## src/rtl/cmos_pixel_capture.sv

```systemverilog
// rtl/cmos_pixel_capture.sv - CMOS byte stream to RGB565 pixel source for the wfifo packer
//
// Purpose:
//   Pairs 8-bit sensor bytes into RGB565 words during href. Skips WAIT_FRAMES
//   frames after enable. Pulses wr_load at every captured-frame start and
//   frame_done at every frame close. Flags malformed lines/frames on frame_err.
//
// Optional feature macro: CMOS_TEST_PATTERN_EN
//   Adds test_mode. When test_mode=1, datain carries an 8-bar colour pattern
//   instead of cam_data.
//
// Ports:
//   wr_clk        in   1   pixel clock; all logic on its rising edge
//   rst_n         in   1   asynchronous active-low reset
//   capture_en    in   1   capture enable level (acted on at frame boundaries)
//   cam_vsync     in   1   frame sync, active high
//   cam_href      in   1   line valid, active high
//   cam_data      in   8   pixel byte, high byte first
//   test_mode     in   1   colour-bar source select (CMOS_TEST_PATTERN_EN only)
//   wr_load       out  1   1-cycle pulse at each captured-frame start
//   datain_valid  out  1   1-cycle strobe qualifying datain
//   datain        out  16  RGB565 pixel {first byte, second byte}
//   frame_done    out  1   1-cycle pulse when a captured frame closes
//   frame_err     out  1   sticky framing error, cleared by wr_load
//   frame_cnt     out  16  captured-frame counter, wraps

module cmos_pixel_capture #(
  parameter int WAIT_FRAMES = 10,
  parameter int H_PIXELS    = 640,
  parameter int V_LINES     = 480
) (
  input  logic        wr_clk,
  input  logic        rst_n,
  input  logic        capture_en,
  input  logic        cam_vsync,
  input  logic        cam_href,
  input  logic [7:0]  cam_data,
`ifdef CMOS_TEST_PATTERN_EN
  input  logic        test_mode,
`endif
  output logic        wr_load,
  output logic        datain_valid,
  output logic [15:0] datain,
  output logic        frame_done,
  output logic        frame_err,
  output logic [15:0] frame_cnt
);

  localparam logic [10:0] H_W    = 11'(H_PIXELS);
  localparam logic [9:0]  V_W    = 10'(V_LINES);
  localparam logic [15:0] WAIT_W = 16'(WAIT_FRAMES);

  typedef enum logic [1:0] {IDLE, STABLE, ARMED, CAPTURE} state_t;

  state_t      state;
  logic        vs_d0, vs_d1;
  logic        href_d0, href_d1;
  logic [7:0]  data_d0;
  logic        phase;
  logic [7:0]  hi_byte;
  logic [10:0] pix_cnt;
  logic [9:0]  line_cnt;
  logic [15:0] wait_cnt;
  logic        line_active;

  logic        vs_rise;
  logic        href_rise;
  logic        line_on;
  logic        line_end;
  logic        line_bad;
  logic [10:0] pix_inc;
  logic [9:0]  line_inc;
  logic [9:0]  lines_closed;
  logic [15:0] pix_word;

  assign vs_rise   = vs_d0 & ~vs_d1;
  assign href_rise = href_d0 & ~href_d1;

  // A line only opens on an href rising edge, so the tail of a line that was
  // cut short by vsync is not counted as a fresh line in the new frame.
  assign line_on  = href_d0 & (line_active | href_rise);
  // vsync arriving with href still high closes the line as if href fell.
  assign line_end = line_active & (~href_d0 | vs_rise);
  assign line_bad = (pix_cnt != H_W) | phase;

  assign pix_inc      = (pix_cnt == 11'h7FF) ? pix_cnt : pix_cnt + 11'd1;
  assign line_inc     = (line_cnt == 10'h3FF) ? line_cnt : line_cnt + 10'd1;
  assign lines_closed = line_end ? line_inc : line_cnt;

`ifdef CMOS_TEST_PATTERN_EN
  localparam logic [10:0] BAR_W = 11'(H_PIXELS / 8);
  logic [10:0] bar_idx;
  assign bar_idx = pix_cnt / BAR_W;

  always_comb begin
    pix_word = {hi_byte, data_d0};
    if (test_mode) begin
      case (bar_idx)
        11'd0:   pix_word = 16'hFFFF;
        11'd1:   pix_word = 16'hFFE0;
        11'd2:   pix_word = 16'h07FF;
        11'd3:   pix_word = 16'h07E0;
        11'd4:   pix_word = 16'hF81F;
        11'd5:   pix_word = 16'hF800;
        11'd6:   pix_word = 16'h001F;
        default: pix_word = 16'h0000;
      endcase
    end
  end
`else
  always_comb begin
    pix_word = {hi_byte, data_d0};
  end
`endif

  always_ff @(posedge wr_clk or negedge rst_n) begin
    if (!rst_n) begin
      state        <= IDLE;
      vs_d0        <= 1'b0;
      vs_d1        <= 1'b0;
      href_d0      <= 1'b0;
      href_d1      <= 1'b0;
      data_d0      <= 8'd0;
      phase        <= 1'b0;
      hi_byte      <= 8'd0;
      pix_cnt      <= 11'd0;
      line_cnt     <= 10'd0;
      wait_cnt     <= 16'd0;
      line_active  <= 1'b0;
      wr_load      <= 1'b0;
      datain_valid <= 1'b0;
      datain       <= 16'd0;
      frame_done   <= 1'b0;
      frame_err    <= 1'b0;
      frame_cnt    <= 16'd0;
    end else begin
      vs_d0   <= cam_vsync;
      vs_d1   <= vs_d0;
      href_d0 <= cam_href;
      href_d1 <= href_d0;
      data_d0 <= cam_data;

      wr_load      <= 1'b0;
      datain_valid <= 1'b0;
      frame_done   <= 1'b0;

      case (state)
        IDLE: begin
          if (capture_en) begin
            state    <= STABLE;
            wait_cnt <= 16'd0;
          end
        end

        STABLE: begin
          if (!capture_en) begin
            state <= IDLE;
          end else if (wait_cnt >= WAIT_W) begin
            state <= ARMED;
          end else if (vs_rise) begin
            wait_cnt <= wait_cnt + 16'd1;
          end
        end

        ARMED: begin
          if (!capture_en) begin
            state <= IDLE;
          end else if (vs_rise) begin
            state       <= CAPTURE;
            wr_load     <= 1'b1;
            pix_cnt     <= 11'd0;
            line_cnt    <= 10'd0;
            phase       <= 1'b0;
            line_active <= 1'b0;
            frame_err   <= 1'b0;
          end
        end

        CAPTURE: begin
          if (line_end) begin
            line_active <= 1'b0;
            pix_cnt     <= 11'd0;
            line_cnt    <= line_inc;
            if (line_bad) frame_err <= 1'b1;
          end

          if (vs_rise) begin
            frame_done  <= 1'b1;
            frame_cnt   <= frame_cnt + 16'd1;
            phase       <= 1'b0;
            line_active <= 1'b0;
            pix_cnt     <= 11'd0;
            line_cnt    <= 10'd0;
            if (lines_closed != V_W) frame_err <= 1'b1;
            if (capture_en) begin
              // Back-to-back frame: the new frame's clear overrides any error
              // raised by the frame that just closed.
              wr_load   <= 1'b1;
              frame_err <= 1'b0;
            end else begin
              state <= IDLE;
            end
          end else if (line_on) begin
            line_active <= 1'b1;
            if (!phase) begin
              hi_byte <= data_d0;
              phase   <= 1'b1;
            end else begin
              datain       <= pix_word;
              datain_valid <= 1'b1;
              phase        <= 1'b0;
              pix_cnt      <= pix_inc;
            end
          end else begin
            phase <= 1'b0;
          end
        end

        default: state <= IDLE;
      endcase
    end
  end

endmodule

```

## config.mk

```make
export PLATFORM = sky130hd
export DESIGN_NAME = cmos_pixel_capture
export DESIGN_NICKNAME = d
export VERILOG_FILES = /design/src/rtl/cmos_pixel_capture.sv
export SDC_FILE = /design/constraint.sdc
export NUM_CORES = 1
export LEC_CHECK = 0
export CAP_MARGIN = 5
export CORE_ASPECT_RATIO = 1.25
export CORE_MARGIN = 1
export CORE_UTILIZATION = 35
export CTS_BUF_LIST = sky130_fd_sc_hd__clkbuf_16
export DETAILED_ROUTE_END_ITERATION = 6
export SYNTH_ARGS = -nofsm -noshare
export SYNTH_HDL_FRONTEND = slang
export SYNTH_SLANG_ARGS = --single-unit
```

## constraint.sdc

```tcl
create_clock -name wr_clk -period 2.4 [get_ports wr_clk]
set_clock_uncertainty 0.15 [all_clocks]
set_input_delay 0.48 -clock wr_clk [delete_from_list [all_inputs] [get_ports wr_clk]]
set_output_delay 0.48 -clock wr_clk [all_outputs]
set_load 0.1 [all_outputs]
```

; ---- Yosys cells after proc, flatten, opt, wreduce, memory -nomap -nowiden
; Index checks and enable logic that the tools add are counted.
[totals]
reg_bits = 97
latch_bits = 0
ram_bits = 0
rom_bits = 0
inputBits = 13
out_inout_bits = 36
word_cells = 118
memories = 0
[classes]
add_sub_neg = 4
mul = 0
div_mod_pow = 0
order_cmp = 1
eq_ne = 19
n_shift = 0
mux = 53
n_bitwise = 12
n_reduce_logical = 11
[ops]
columns = cell, n
row1 = 11-bit 2-to-1 mux, 7
row2 = 16-bit 2-to-1 mux, 4
row3 = 10-bit 2-to-1 mux, 5
row4 = "16-bit by 1-bit adder with 16-bit output, second input constant", 2
row5 = 16-bit case mux with 2 select lines, 1
row6 = 1-bit 2-to-1 mux, 22
row7 = 11-bit case mux with 2 select lines, 1
row8 = 10-bit case mux with 2 select lines, 1
row9 = "16-bit by 4-bit >= comparator with 1-bit output, second input constant", 1
row10 = "2-bit != test, second input constant", 8
row11 = 4-bit AND reduction, 4
row12 = 2-bit 2-to-1 mux, 7
row13 = "11-bit by 1-bit adder with 11-bit output, second input constant", 1
row14 = "11-bit equality test, second input constant", 1
row15 = "11-bit by 10-bit != test with 1-bit output, second input constant", 1
row16 = "10-bit by 1-bit adder with 10-bit output, second input constant", 1
row17 = "10-bit equality test, second input constant", 1
row18 = "10-bit by 9-bit != test with 1-bit output, second input constant", 1
row19 = 5-bit AND reduction, 2
row20 = 1-bit case mux with 2 select lines, 4
row21 = 2-bit case mux with 4 select lines, 1
row22 = "3-bit != test, second input constant", 2
row23 = "5-bit != test, second input constant", 1
row24 = 1-bit inverter, 5
row25 = other kinds (9), 16

; ---- Depth between registers and ports, before layout
; Gate-level depths: netlist (run 1).
[depth]
depth_word = 10
mapped_depth = 8

; ---- Worst setup path after synthesis (run 1)
; No wires, ideal clock.
[synth_path]
path_kind = register -> register
start = register frame_cnt[0]
end = register frame_cnt[14]
arrival_ps = 1948
t_required_ps = 2092
slack_ps = 144
path_stages_with_launch = 7
path_buffers = 0
cell_sequence = dfrtp_1 -> ha_1 -> nand2_1 -> nor2_2 -> and3_1 -> nand4_1 -> xnor2_1
[synth_via]
elab_chain_cells = 1
[synth_rtl]
columns = item, line
row1 = from (decl), 46  ; output logic [15:0] frame_cnt
row2 = from (signal assigned), 189  ; frame_cnt <= frame_cnt + 16'd1;
row3 = 16-bit by 1-bit adder with 16-bit output, 189
; Every way passes these cells.
; A chain may end at the register's enable or synchronous reset.

; ---- Worst setup path after layout (run 1)
[layout_path]
start = register pix_cnt[0]
end = register pix_cnt[0]
[layout_via]
elab_chain_cells = 6
[layout_rtl]
columns = item, line
row1 = from (decl), 61  ; logic [10:0] pix_cnt;
row2 = from (signal assigned), 212  ; pix_cnt <= pix_inc;
row3 = 11-bit by 1-bit adder with 11-bit output, 86  ; assign pix_inc = (pix_cnt == 11'h7FF) ? pix_cnt : pix_cnt + 11'd1;
row4 = 11-bit 2-to-1 mux, 86
row5 = 11-bit 2-to-1 mux, 205  ; if (!phase) begin
row6 = 11-bit 2-to-1 mux, 203  ; end else if (line_on) begin
row7 = 11-bit 2-to-1 mux, 187  ; if (vs_rise) begin
row8 = 11-bit case mux with 2 select lines, 147  ; case (state)
; Parallel ways exist; a longest one is shown, timed or not. The select of a mux whose other input is x is not followed.

==> flow_summary.json, run 1 <==
{
  "fmax_mhz": 465,
  "synth_largest_area_cell": "dfrtp_1",
  "final.period_utilization_pct": 89.6,
  "pwr-share-clk_pct": 37.3,
  "nFillCells": 1166,
  "ant_nets": 0,
  "grt_max_degree": 98,
  "antenna_found_initial": 0,
  "via_count": 3259,
  "clockRootBuffer": "clkbuf_16",
  "min_path_type": "in2async",
  "p_int_mw": 2.79,
  "cp-end-kind": "flop",
  "synthToLayoutAreaGrowth_pct": 22.1,
  "max_stage_delay_ns": 0.42,
  "initial_core_util_pct": 35.8,
  "regArea_sq_um": 2430,
  "grt_pass1_vias": 3288,
  "violations": "hold timing",
  "track_usage_pct": 15.4,
  "worstPathArrival_ns": 2.25,
  "drt-initial-drc-count": 169,
  "drtPass1Iterations": 5,
  "dieArea_sq_um": 12900,
  "synth.area.top_cells": "dfrtp_1 (56%), mux2_2 (6.5%), nand2_1 (2.9%), xnor2_1 (2.4%), nor2b_1 (2.3%)",
  "fin_nets": 474,
  "dp_hpwl_mm": 6.10,
  "pin_count": 49,
  "final_cell_mix": "dfrtp_1 (97), buf_4 (53), nand2_1 (34)",
  "ir_drop_mv": 0.357,
  "finalMaxSlewViolations": 0,
  "seq_area_frac_synth_pct": 55.7,
  "totalPowerFinal_mw": 3.90,
  "place_ws_ns": 0.186,
  "clock_latency_ns": 0.34,
  "antennaDiodeCount": 0,
  "mostFrequentLayoutCell": "dfrtp_1",
  "synthCells": 394,
  "switching_share_pct": 28.3,
  "avgSynthCellArea_sq_um": 11.1,
  "gp_congestion": 0.899,
  "cts_setup_buffers": 0,
  "netlist.area_leader.share_pct": 55.7,
  "period_minus_slack_ns": 2.15,
  "setup_violations": 0,
  "clk_path_buf_depth": 2,
  "powerDensity_nw_per_um2": 733,
  "tns_ns": 0,
  "portBuffers": 48,
  "required_ns": 2.50,
  "die_w_um": 102,
  "cts_tree": "done",
  "cts.sinks": 97,
  "combPwrFrac_pct": 13.2,
  "crit_chain": "ha_1 > nand3_1 > nor4b_4 > nand4_1 > o21ai_4 > o21ai_1 > o31ai_1",
  "rsz0062_at_grt": "no",
  "fin_ws_ns": 0.250,
  "synth-edff-count": 0,
  "cts.clk_slew.worst_paths_ns": 0.07,
  "final_area_sq_um": 5320,
  "worstMarginPinSlew_ns": 0.556,
  "synth-main-ff-cell": "dfrtp_1",
  "wl_per_cell_um": 14.3,
  "worst-path-max-fanout": 11,
  "p_leak_nw": 2.49,
  "rows": 45,
  "synth_nets": 413,
  "crit_slowest_cell": "dfrtp_1",
  "status": "complete, but fails checks",
  "seqPwrFrac_pct": 49.4,
  "finalHoldViolations": 3,
  "synth-warning-count": 0,
  "vias_per_cell": 5.22,
  "ys_seq_elements": 97,
  "numCtsBuffers": 9,
  "finalWirelength_mm": 8.94,
  "cap_violations": 0,
  "drc_errors": 0,
  "hold_ws_ns": -0.00727,
  "grt_pass1_wl_mm": 15.5,
  "maxSlewHeadroom_pct": 62.7,
  "p_switching_mw": 1.10,
  "postCtsHoldBufs": 0,
  "grt_overflow": 0,
  "startpoint_type": "flop",
  "crit_type": "reg2reg",
  "synth_cell_type_count": 51,
  "netlist_area_sq_um": 4350,
  "async_reset_ff_share_pct": 100,
  "htree_levels": 3,
  "drive_above_1_share_pct": 23.3,
  "multi_input_area_sq_um": 1820,
  "placed_cell_area_sq_um": 5010,
  "core_sq_um": 12200,
  "fp.dieH_um": 127
}
==> power by group through the flow <==
stage / registers [mW] / logic, mW / clock network (mW)
global route: 1.95 / 0.584 / 1.56
CTS: 1.92 / 0.521 / 1.50
detailed placement: 1.95 / 0.518 / 0
global placement: 1.94 / 0.507 / 0
floorplan: 1.96 / 0.305 / 0
finish: 1.93 / 0.516 / 1.45
==> critical path: cells and delay by family, from the launching register on <==
family	cells	cell delay (ns)
compound gates	3	0.58
fa+ha+maj	1	0.24
flops	1	0.42
simple gates	3	0.67
==> worst paths after layout <==
kind | start | to | slack [ns] | cells after the start
setup reg to reg | pix_cnt[0]$_DFFE_PN0P_ | pix_cnt[0]$_DFFE_PN0P_ | 0.25 | 7
min in group wr_clk | vs_d0$_DFF_PN0_ | vs_d1$_DFF_PN0_ | 0.30 | 0
setup / recovery | pix_cnt[0]$_DFFE_PN0P_ | pix_cnt[0]$_DFFE_PN0P_ | 0.25 | 7
hold / removal | rst_n | line_cnt[2]$_DFFE_PN0P_ | -0.007 | 2
max in group asynchronous | rst_n | frame_cnt[15]$_DFFE_PN0P_ | 1.66 | 2
hold reg to reg | vs_d0$_DFF_PN0_ | vs_d1$_DFF_PN0_ | 0.30 | 0
==> cells by family (layout without fill, tap and decap cells) <==
kind of cell	Yosys count	in the layout	synth area share, %
AOI/OAI and AO/OA	83	83	12.3
DFF	97	97	55.7
and+or+nand+nor	141	141	17.5
muxes	27	27	6.93
buffers and inverters	24	90	2.61
xor gates and xnor gates	16	16	3.22
adders and majority gates	6	6	1.72
==> registers in the layout, summed over array words and instances, names as in the netlist <==
| name | count |
|---|---|
| datain_valid | 1 |
| line_active | 1 |
| frame_cnt | 16 |
| href_d0 | 1 |
| line_cnt | 10 |
| pix_cnt | 11 |
| hi_byte | 8 |
| datain | 16 |
| phase | 1 |
| wait_cnt | 16 |
| data_d0 | 8 |
| wr_load | 1 |
| vs_d1 | 1 |
| vs_d0 | 1 |
| state | 2 |
| frame_err | 1 |
| href_d1 | 1 |
| frame_done | 1 |
==> cell type report <==
type                            count  area share (%)
Sequential cell                    97            45.7
Multi-Input combinational cell    273            34.2
Timing Repair Buffer               65            9.93
Clock buffer                        9            4.24
Tap cell                          164            3.86
Clock inverter                      7            1.44
Inverter                            9           0.635
==> metal layers <==
layer	up-vias	global-route usage (%)	wire length (um)
li1	1547	-	-
met1	1602	19.8	3980
met2	97	23.8	4330
met3	13	2.81	428
met4	0	9.29	201
met5	-	0	0
==> through the flow <==
stage | hold slack, ns | instances | util, %
detailed placement | 0.295 | 608 | 41.2
floorplan | 0.0344 | 394 | -
CTS | 0.0609 | 624 | 43.7
finish | -0.00727 | 624 | 43.7
global placement | 0.278 | 608 | 41.2
global route | 0.0848 | 624 | 43.7
==> synth_stat cells (10+ instances only) <==
| library cell | instances |
|---|---|
| a31oi_1 | 11 |
| nand3_1 | 18 |
| o21ai_0 | 19 |
| nand2_1 | 34 |
| xnor2_1 | 12 |
| dfrtp_1 | 97 |
| nand4_1 | 13 |
| mux2_2 | 25 |
| nor2b_1 | 16 |
| nor2_1 | 21 |
| a21oi_1 | 10 |
==> what timing repair did <==
action                                 4_1_cts  5_1_grt
endpoints found under the hold margin        0        0
setup endpoints to repair                    0        7
resized for setup                            0        1
(Power assumes the default switching activity.)
==> inputs of run 2 (changes only) <==
- CELL_PAD_IN_SITES_DETAIL_PLACEMENT: not set -> 2
- CELL_PAD_IN_SITES_GLOBAL_PLACEMENT: not set -> 2
- PLACE_DENSITY_LB_ADDON: not set -> 0.1
- SLEW_MARGIN: not set -> 40
==> flow_summary.json, run 2 (synthesis gave the netlist of run 1 again) <==
{
  "grt_max_degree": 41,
  "clk_path_buf_depth": 2,
  "drtPass1Iterations": 4,
  "nFillCells": 1284,
  "finalMaxSlewViolations": 0,
  "drt-initial-drc-count": 73,
  "clock_latency_ns": 0.35,
  "drc_errors": 0,
  "die_w_um": 102,
  "cts_tree": "done",
  "pin_count": 49,
  "fp.dieH_um": 127,
  "cap_violations": 0,
  "p_leak_nw": 2.54,
  "rr_worst_depth": 8,
  "status": "finished clean",
  "htree_levels": 3,
  "tns_ns": 0,
  "powerDensity_nw_per_um2": 741,
  "antennaDiodeCount": 0,
  "period_minus_slack_ns": 2.26,
  "final_area_sq_um": 5410,
  "finalWirelength_mm": 11.2,
  "startpoint_type": "flop",
  "dp_hpwl_mm": 8.09,
  "cts.sinks": 97,
  "min_from": "vs_d0$_DFF_PN0_",
  "drive_above_1_share_pct": 25.6,
  "placed_cell_area_sq_um": 5050,
  "numCtsBuffers": 9,
  "mostFrequentLayoutCell": "dfrtp_1",
  "final_cell_mix": "dfrtp_1 (96), buf_4 (60), nand2_1 (33)",
  "grt_pass1_wl_mm": 19.0,
  "grt_pass1_vias": 3756,
  "maxSlewHeadroom_pct": 64.4,
  "crit_type": "reg2reg",
  "required_ns": 2.49,
  "ir_drop_mv": 0.378,
  "cp-endpoint": "pix_cnt[7]$_DFFE_PN0P_",
  "r2r_slack_ns": 0.14,
  "final.period_utilization_pct": 94.4,
  "cts.clk_slew.worst_paths_ns": 0.08,
  "ant_nets": 0,
  "wl_per_cell_um": 17.7,
  "core_sq_um": 12200,
  "fmax_mhz": 442,
  "hold_ws_ns": 0.271,
  "finalHoldViolations": 0,
  "top_regs": "datain x16, frame_cnt x16, wait_cnt x16",
  "clockRootBuffer": "clkbuf_16",
  "fin_nets": 483,
  "worstMarginPinSlew_ns": 0.531,
  "gp_congestion": 0.782,
  "initial_core_util_pct": 35.8,
  "regToRegStartpoint": "pix_cnt[0]$_DFFE_PN0P_",
  "worst-path-max-fanout": 11,
  "portBuffers": 48,
  "via_count": 3316,
  "grt_overflow": 0,
  "cp-end-kind": "flop",
  "min_path_type": "reg2reg",
  "setup_violations": 0,
  "rsz0062_at_grt": "yes",
  "rows": 45,
  "synthToLayoutAreaGrowth_pct": 24.2,
  "worstPathArrival_ns": 2.36,
  "track_usage_pct": 19.2,
  "reg2reg_to": "pix_cnt[7]$_DFFE_PN0P_",
  "vias_per_cell": 5.24,
  "dieArea_sq_um": 12900,
  "antenna_found_initial": 0,
  "crit_start": "pix_cnt[0]$_DFFE_PN0P_",
  "utilization_pct": 44.5
}
run 2: routing by layer:
metal  track usage (%)  wire [um]  vias to the layer above
met1              23.1       4860                     1695
met2              33.9       5900                       51
met4              6.39        170                        0
met3              3.47        295                       13
met5                 0          0                        -
li1                  -          -                     1557
run 2: where the power goes:
group / leakage (nW) / total, mW / internal [mW] / switching, mW
registers: 1.28 / 1.94 / 1.76 / 0.178
clock network: 0.152 / 1.51 / 0.832 / 0.681
logic: 1.10 / 0.556 / 0.224 / 0.331
run 2: worst min-delay path by stage:
stage,endpoint,slack (ns),cells past startpoint
CTS,vs_d1$_DFF_PN0_,0.27,0
finish,vs_d1$_DFF_PN0_,0.27,0
detailed placement,vs_d1$_DFF_PN0_,0.25,0
global route,vs_d1$_DFF_PN0_,0.29,0
global placement,vs_d1$_DFF_PN0_,0.25,0
floorplan,data_d0[0]$_DFF_PN0_,0.03,0
run 2: final cells by class:
cell class	count	area, sq um	area share, %
clock buffer	9	225	4.16
tap	164	205	3.79
clock inverter	7	90.1	1.67
inverter	9	33.8	0.625
sequential	97	2430	44.9
timing repair buffer	74	602	11.1
multi-input combinational	273	1820	33.7
run 2: worst max-delay path, cell delays in order, from the launching register on:
cell and delay, ns:
dfrtp_1 0.43, ha_2 0.25, nand3_2 0.13, nor4b_4 0.37, nand4_1 0.26, o21ai_2 0.22, buf_6 0.17, o21ai_1 0.09
o31ai_1 0.08
run 2: repair_timing:
| action | CTS | global route |
|---|---|---|
| gates resized for setup | 0 | 5 |
| setup buffers | 0 | 2 |
| hold buffers | 1 | 0 |
| setup endpoints to repair | 0 | 12 |
| hold endpoints to repair | 32 | 0 |
run 2: metrics by stage:
step	std cells	setup slack (ns)	total power, mW
6_report	633	0.135	4.01
5_1_grt	633	0.00618	4.20
4_1_cts	631	0.102	4.06
3_5_place_dp	614	0.112	2.51
3_3_place_gp	614	0.184	2.48
2_1_floorplan	394	0.144	2.26
